$ cat src/rtl/ula_seq.sv
// Sequential WIDTH-bit ALU with start/done handshake, registered result and flags.
// Define ULA_DIV_EN to compile in the multi-cycle restoring divider.
module ula_seq #(
   parameter int WIDTH = 8
) (
   input  logic               clk,
   input  logic               rst_n,
   input  logic               start,
   input  logic [WIDTH-1:0]   a,
   input  logic [WIDTH-1:0]   b,
   input  logic [2:0]         opcode,
   output logic [2*WIDTH-1:0] s,
   output logic               busy,
   output logic               done,
   output logic               zero,
   output logic               ovf,
   output logic               err
);

   localparam int W2 = 2 * WIDTH;
   localparam int CW = (WIDTH > 2) ? $clog2(WIDTH) : 1;
   localparam logic [CW-1:0]    LAST_STEP = CW'(WIDTH - 1);
   localparam logic [WIDTH-1:0] WIDTH_V   = WIDTH'(WIDTH);

   localparam logic [2:0] OP_ADD = 3'b000;
   localparam logic [2:0] OP_SUB = 3'b001;
   localparam logic [2:0] OP_AND = 3'b010;
   localparam logic [2:0] OP_OR  = 3'b011;
   localparam logic [2:0] OP_XOR = 3'b100;
   localparam logic [2:0] OP_SHL = 3'b101;
   localparam logic [2:0] OP_MUL = 3'b110;

   typedef enum logic [1:0] {ST_IDLE, ST_RUN, ST_DONE} state_t;

   state_t           state_q, state_d;
   logic [W2-1:0]    s_q, s_d;
   logic             zero_q, zero_d;
   logic             ovf_q, ovf_d;
   logic             err_q, err_d;
   logic [W2-1:0]    work_q, work_d;
   logic [WIDTH-1:0] opnd_q, opnd_d;
   logic [CW-1:0]    cnt_q, cnt_d;
`ifdef ULA_DIV_EN
   logic             is_div_q, is_div_d;
`endif

   // single-cycle datapath, evaluated on the live inputs at the accepting edge
   logic [WIDTH:0]   sum, diff, mul_sum;
   logic [WIDTH-1:0] shamt, shl;
   logic [W2-1:0]    sc_s, mul_next, step_next;
   logic             sc_ovf, sc_err, sc_multi, accept;
`ifdef ULA_DIV_EN
   logic [WIDTH:0]   div_tmp, div_diff;
   logic             div_ge;
   logic [W2-1:0]    div_next;
`endif

   always_comb begin
      sum      = {1'b0, a} + {1'b0, b};
      diff     = {1'b0, a} - {1'b0, b};
      shamt    = b % WIDTH_V;
      shl      = a << shamt;
      sc_s     = '0;
      sc_ovf   = 1'b0;
      sc_err   = 1'b0;
      sc_multi = 1'b0;
      case (opcode)
         OP_ADD: begin
            sc_s   = W2'(sum);
            sc_ovf = (a[WIDTH-1] == b[WIDTH-1]) && (sum[WIDTH-1] != a[WIDTH-1]);
         end
         OP_SUB: begin
            sc_s   = W2'(diff);
            sc_ovf = (a[WIDTH-1] != b[WIDTH-1]) && (diff[WIDTH-1] != a[WIDTH-1]);
         end
         OP_AND: sc_s = W2'(a & b);
         OP_OR:  sc_s = W2'(a | b);
         OP_XOR: sc_s = W2'(a ^ b);
         OP_SHL: sc_s = W2'(shl);
         OP_MUL: sc_multi = 1'b1;
         default: begin
`ifdef ULA_DIV_EN
            if (b == '0) begin
               sc_s   = {a, {WIDTH{1'b1}}};
               sc_err = 1'b1;
            end else begin
               sc_multi = 1'b1;
            end
`else
            sc_err = 1'b1;
`endif
         end
      endcase
   end

   // Shift-add: {acc, multiplier} shifts right, acc gains the multiplicand on a 1 bit.
   always_comb begin
      mul_sum  = {1'b0, work_q[W2-1:WIDTH]} + (work_q[0] ? {1'b0, opnd_q} : '0);
      mul_next = {mul_sum, work_q[WIDTH-1:1]};
`ifdef ULA_DIV_EN
      // Restoring: {remainder, dividend/quotient} shifts left, quotient bit enters at LSB.
      div_tmp   = {work_q[W2-1:WIDTH], work_q[WIDTH-1]};
      div_diff  = div_tmp - {1'b0, opnd_q};
      div_ge    = (div_tmp >= {1'b0, opnd_q});
      div_next  = {(div_ge ? div_diff[WIDTH-1:0] : div_tmp[WIDTH-1:0]),
                   work_q[WIDTH-2:0], div_ge};
      step_next = is_div_q ? div_next : mul_next;
`else
      step_next = mul_next;
`endif
   end

   assign accept = start && (state_q != ST_RUN);

   always_comb begin
      state_d = state_q;
      s_d     = s_q;
      zero_d  = zero_q;
      ovf_d   = ovf_q;
      err_d   = err_q;
      work_d  = work_q;
      opnd_d  = opnd_q;
      cnt_d   = cnt_q;
`ifdef ULA_DIV_EN
      is_div_d = is_div_q;
`endif
      case (state_q)
         ST_RUN: begin
            work_d = step_next;
            cnt_d  = cnt_q + 1'b1;
            if (cnt_q == LAST_STEP) begin
               s_d     = step_next;
               zero_d  = (step_next == '0);
               ovf_d   = 1'b0;
               err_d   = 1'b0;
               state_d = ST_DONE;
            end
         end
         default: begin
            state_d = ST_IDLE;
            if (accept) begin
               if (sc_multi) begin
                  state_d = ST_RUN;
                  cnt_d   = '0;
`ifdef ULA_DIV_EN
                  is_div_d = opcode[0];
                  work_d   = {{WIDTH{1'b0}}, (opcode[0] ? a : b)};
                  opnd_d   = opcode[0] ? b : a;
`else
                  work_d   = {{WIDTH{1'b0}}, b};
                  opnd_d   = a;
`endif
               end else begin
                  s_d     = sc_s;
                  zero_d  = (sc_s == '0);
                  ovf_d   = sc_ovf;
                  err_d   = sc_err;
                  state_d = ST_DONE;
               end
            end
         end
      endcase
   end

   always_ff @(posedge clk or negedge rst_n) begin
      if (!rst_n) begin
         state_q <= ST_IDLE;
         s_q     <= '0;
         zero_q  <= 1'b0;
         ovf_q   <= 1'b0;
         err_q   <= 1'b0;
         work_q  <= '0;
         opnd_q  <= '0;
         cnt_q   <= '0;
`ifdef ULA_DIV_EN
         is_div_q <= 1'b0;
`endif
      end else begin
         state_q <= state_d;
         s_q     <= s_d;
         zero_q  <= zero_d;
         ovf_q   <= ovf_d;
         err_q   <= err_d;
         work_q  <= work_d;
         opnd_q  <= opnd_d;
         cnt_q   <= cnt_d;
`ifdef ULA_DIV_EN
         is_div_q <= is_div_d;
`endif
      end
   end

   assign s    = s_q;
   assign zero = zero_q;
   assign ovf  = ovf_q;
   assign err  = err_q;
   assign busy = (state_q == ST_RUN);
   assign done = (state_q == ST_DONE);

endmodule

$ cat config.mk
export PLATFORM = sky130hd
export DESIGN_NAME = ula_seq
export DESIGN_NICKNAME = d
export VERILOG_FILES = /design/src/rtl/ula_seq.sv
export SDC_FILE = /design/constraint.sdc
export NUM_CORES = 1
export LEC_CHECK = 0
export CAP_MARGIN = 20
export CORE_MARGIN = 5
export CORE_UTILIZATION = 57
export CTS_CLUSTER_SIZE = 10
export DETAILED_ROUTE_END_ITERATION = 12
export PLACE_DENSITY_LB_ADDON = 0.08
export SYNTH_ARGS = -nofsm -noshare
export SYNTH_HDL_FRONTEND = slang
export SYNTH_SLANG_ARGS = --single-unit
$ cat constraint.sdc
create_clock -name clk -period 2.7 [get_ports clk]
set_clock_uncertainty 0.05 [all_clocks]
set_input_delay 0.405 -clock clk [delete_from_list [all_inputs] [get_ports clk]]
set_output_delay 0.405 -clock clk [all_outputs]
set_load 0.05 [all_outputs]
# After elaboration in Yosys (flattened, before gate mapping)
# Index checks and enable logic that the tools add are counted.
# totals
register_bits	48
out_inout_bits	21
word_cells	75
# op_classes
addsub	4
n_eq_ne	16
shift	1
muxes	30
bitwise	4
reduce_logical	12
# op_table
operator	n
$mux 16	7
$pmux 9 s6	1
$logic_not 16->1	2
$add 8x8->9	2
$mux 1	13
$eq 3x3->1 const B	4
$mux 3	3
$sub 8x8->9	1
$and 8x8->8	1
$mux 2	4
$mux 8	1
$or 8x8->8	1
$shl 8x3->8	1
$xor 8x8->8	1
$reduce_or 7->1	1
$eq 3x2->1 const B	2
$reduce_and 3->1	2
$ne 2x1->1 const B	2
$reduce_bool 2->1	2
$add 3x1->3 const B	1
$eq 3x1->1 const B	1
$logic_and 1x1->1	3
$logic_not 3->1	1
$ne 1x1->1	3
other kinds (7)	7

# Logic depth before layout (Yosys ltp)
# depth
depth_word	7
depth_mapped	11

# Least setup slack after synthesis
# No wires, ideal clock.
# synth_path
path_type	input -> register
start	in b[1]
end	reg zero_q, in the netlist zero
setup_ps	65
arrival_time_ps	2333
t_required_ps	2585
setup_slack_ps	252
path_stages	10
n_path_buf	1
cell_sequence	buf_2 -> inv_1 -> ha_1 -> a211oi_2 -> or4_1 -> nand3_1 -> or3_1 -> a31o_1 -> nor3_2 -> a31o_1
# synth_between
elab_chain_len	6
word_cells_on_any_way	11
# synth_rtl
item	line_no	source
from (decl)	10	input logic [WIDTH-1:0] b,
$sub 8x8->9 (tied with other cells)	60	diff = {1'b0, a} - {1'b0, b};
$pmux 9 s6 *	67	case (opcode)
$logic_not 16->1 *	155	zero_d = (sc_s == '0);
$mux 1 *	142	if (sc_multi) begin
$mux 1 *	141	if (accept) begin
$mux 1 *	127	case (state_q)
to (signal assigned)	181	zero_q <= zero_d;
to (decl)	37	logic zero_q, zero_d;
# Mark *: on every way between the ends. The rest lies on a longest branch, timed or not. The select of a mux whose other input is x is not followed.
# A chain may end at the register's enable or synchronous reset.

# Final worst setup path
# layout_path
start	in b[2]
end	reg zero_q, in the netlist zero
# Same word-level chain as after synthesis.

==> flow_summary.yaml <==
global_routing:
  grt_use_met1_pct: 38.3
  grt_pass1_vias: 3570
  grt_use_met2_pct: 42.4
  met3_usage_pct: 5.16
  overflow: 0
  grt_pass1_wl_um: 18200
  track_usage_pct: 26.9
  antenna_found_initial: 0
  top_usage_layer: "met2"
  grt_max_degree: 49
setup_path:
  endpoint: "zero"
  cp-end-kind: "flip-flop"
  crit_start: "b[2]"
  r2r-end: "zero"
  critical_path.reg2reg.startpoint: "opnd_q[0]"
  cpMaxStageDelayCell: "clkdlybuf4s50_1"
  timing.critical_path.depth: 12
  max_stage_delay_ns: 0.45
  worstPathCellList: "clkdlybuf4s50_1, buf_4, ha_1, or2_1, o211ai_1, buf_4, a21oi_1, nor3_1, buf_4, nand4_1, nor3_2, a31o_1"
  path_buf_inv: 4
  crit_top_cell: "buf_4"
  crit_type: "input pin to flip-flop"
  cp_top_family: "buffers and inverters"
  cp.arrival_ns: 2.81
  rr_worst_depth: 11
  critPathLaunchType: "input pin"
  required_ns: 2.89
  critPathMaxFanout: 6
  rrSetupSlack_ns: 0.15
timing:
  hold_viol_final: 0
  setup_tns_ns: 0
  relSlewSlack_pct: 51.8
  setup_viol: 0
  fmax_mhz: 382
  worst_pin_slew_ns: 0.720
  setup_slack_ns: 0.0804
  period_minus_slack_ns: 2.62
  min_period_over_period_pct: 97.0
  slew_violations: 0
  rsz0062_at_grt: "yes"
detailed_routing:
  drt-wirelength-per-cell_um: 18.3
  vias: 3673
  drtAntennaViolNets: 0
  first_pass_iters: 5
  viasPerCell: 5.99
  initialDrtViolationCount: 234
  drt-total-wl_um: 11200
  drc: 0
synth:
  syn_area_per_cell_um2: 8.51
  netlist_top_cells_area: "dfrtp_1 32%, ha_1 12%, nand2_1 7.0%"
  ys_seq_area_share_pct: 31.6
  yosysTopAreaCellShare_pct: 31.6
  syn_inst: 447
  synth_cell_type_count: 63
  synth_common_cells: "71 x nand2_1, 48 x dfrtp_1, 35 x ha_1"
  synthArstFlopShare_pct: 100
  ys.warnings.count: 0
  yosys_most_used_dff: "dfrtp_1"
  synth_fp_nets: 507
  yosysMostFrequentCell: "nand2_1"
  syn_area_um2: 3810
  synth_edf_count: 0
  ys_seq_elements: 48
  synth_top_area_cell: "dfrtp_1"
floorplan:
  initial_core_util_pct: 59.3
  io_pins: 43
  chipHeight_um: 91.7
  num_rows: 29
  dieArea_um2: 8410
  die_w_um: 91.7
  coreArea_um2: 6420
clocking:
  numClockSinks: 48
  clk_latency_ns: 0.30
  cts-buffers-inserted: 5
  h-tree-depth: 2
  clk_pin_slew_ns: 0.09
  cts_buffer_depth: 2
  cts_root_buf: "clkbuf_8"
  cts_tree: "yes"
layout:
  diodes: 0
  nNetsFinal: 595
  regArea_um2: 1200
  num-fill-cells: 473
  layout-drive-gt1-share_pct: 21.3
  final_util_pct: 76.2
  multi_input_area_um2: 2500
  syn2layout_area_growth_pct: 28.6
job:
  maxCapViolCount: 0
pwr:
  p_leak_nw: 2.29
  power.density_nw_per_um2: 579
  ir_drop_mv: 0.525
worst_hold_path:
  hp-class: "input pin to asynchronous set/reset pin"
placement:
  routabilityCongestion: 0.979
  io_buffers: 42
  dp_hpwl_um: 8940
  pre_cts_ws_ns: -0.291
status:
  status: "completed"
[state kept, by name (all words and copies together) (netlist names)]
name,flops
ovf,1
work_q,16
zero,1
err,1
opnd_q,8
cnt_q,3
s,16
state_q,2
[metal layers]
metal | routed length, um | up-vias
met5 | 0 | -
met2 | 5320 | 145
li1 | - | 1762
met3 | 774 | 8
met1 | 5010 | 1758
met4 | 110 | 0
[per-stage QoR]
| stage | instances | power [mW] | hold slack, ns | cell area (um2) |
|---|---|---|---|---|
| floorplan | 447 | 1.83 | 0.0594 | 3810 |
| finish | 613 | 2.83 | 0.144 | 4890 |
| CTS | 613 | 2.77 | 0.168 | 4780 |
| global route | 613 | 3.02 | 0.197 | 4890 |
| detailed placement | 605 | 2.30 | 0.406 | 4680 |
| global placement | 605 | 2.26 | 0.401 | 4680 |
[final cells by class]
cell class,count,area share (%)
flip-flops and latches,48,24.5
well taps,77,1.97
multi-input cells,352,51.1
inverters,28,2.15
repair buffers,100,18.2
clock inverters,2,0.307
clock buffers,6,1.69
[cell families after synthesis]
| kind of cell | synth area share, % |
|---|---|
| multiplexers | 5.49 |
| flip-flops | 31.6 |
| AO/OA/AOI/OAI | 20.8 |
| XOR/XNOR | 2.07 |
| AND/OR/NAND/NOR | 21.4 |
| adder cells (fa/ha/maj) | 13.1 |
| buffers and inverters | 5.56 |
[where the power goes]
part,switching (mW),internal (mW)
Sequential,0.126,0.894
Combinational,0.770,0.577
Clock,0.257,0.208
Total,1.15,1.68
[worst min-delay path by stage]
stage                to  start  cells past startpoint
2_1_floorplan  cnt_q[0]  rst_n                      0
3_3_place_gp      s[13]  s[13]                      2
3_5_place_dp      s[13]  s[13]                      2
4_1_cts            s[4]  rst_n                      2
5_1_grt        cnt_q[0]  rst_n                      2
6_report            ovf  rst_n                      2
[cell usage in the layout (no fill, tap or decap), drive strengths merged, types with 13 or more instances in the layout]
cell	count
nand2	71
buf	60
dfrtp	48
clkdlybuf4s50	38
nor2	37
ha	35
inv	28
o21ai	28
a21oi	18
mux2	13
[timing repair]
action | CTS | global route
buffers inserted | 0 | 0
resized for setup | 0 | 26
hold buffers | 0 | 0
hold endpoints to repair | 0 | 0
setup endpoints to repair | 0 | 6
Note: power is estimated with default switching activity, not from simulation.
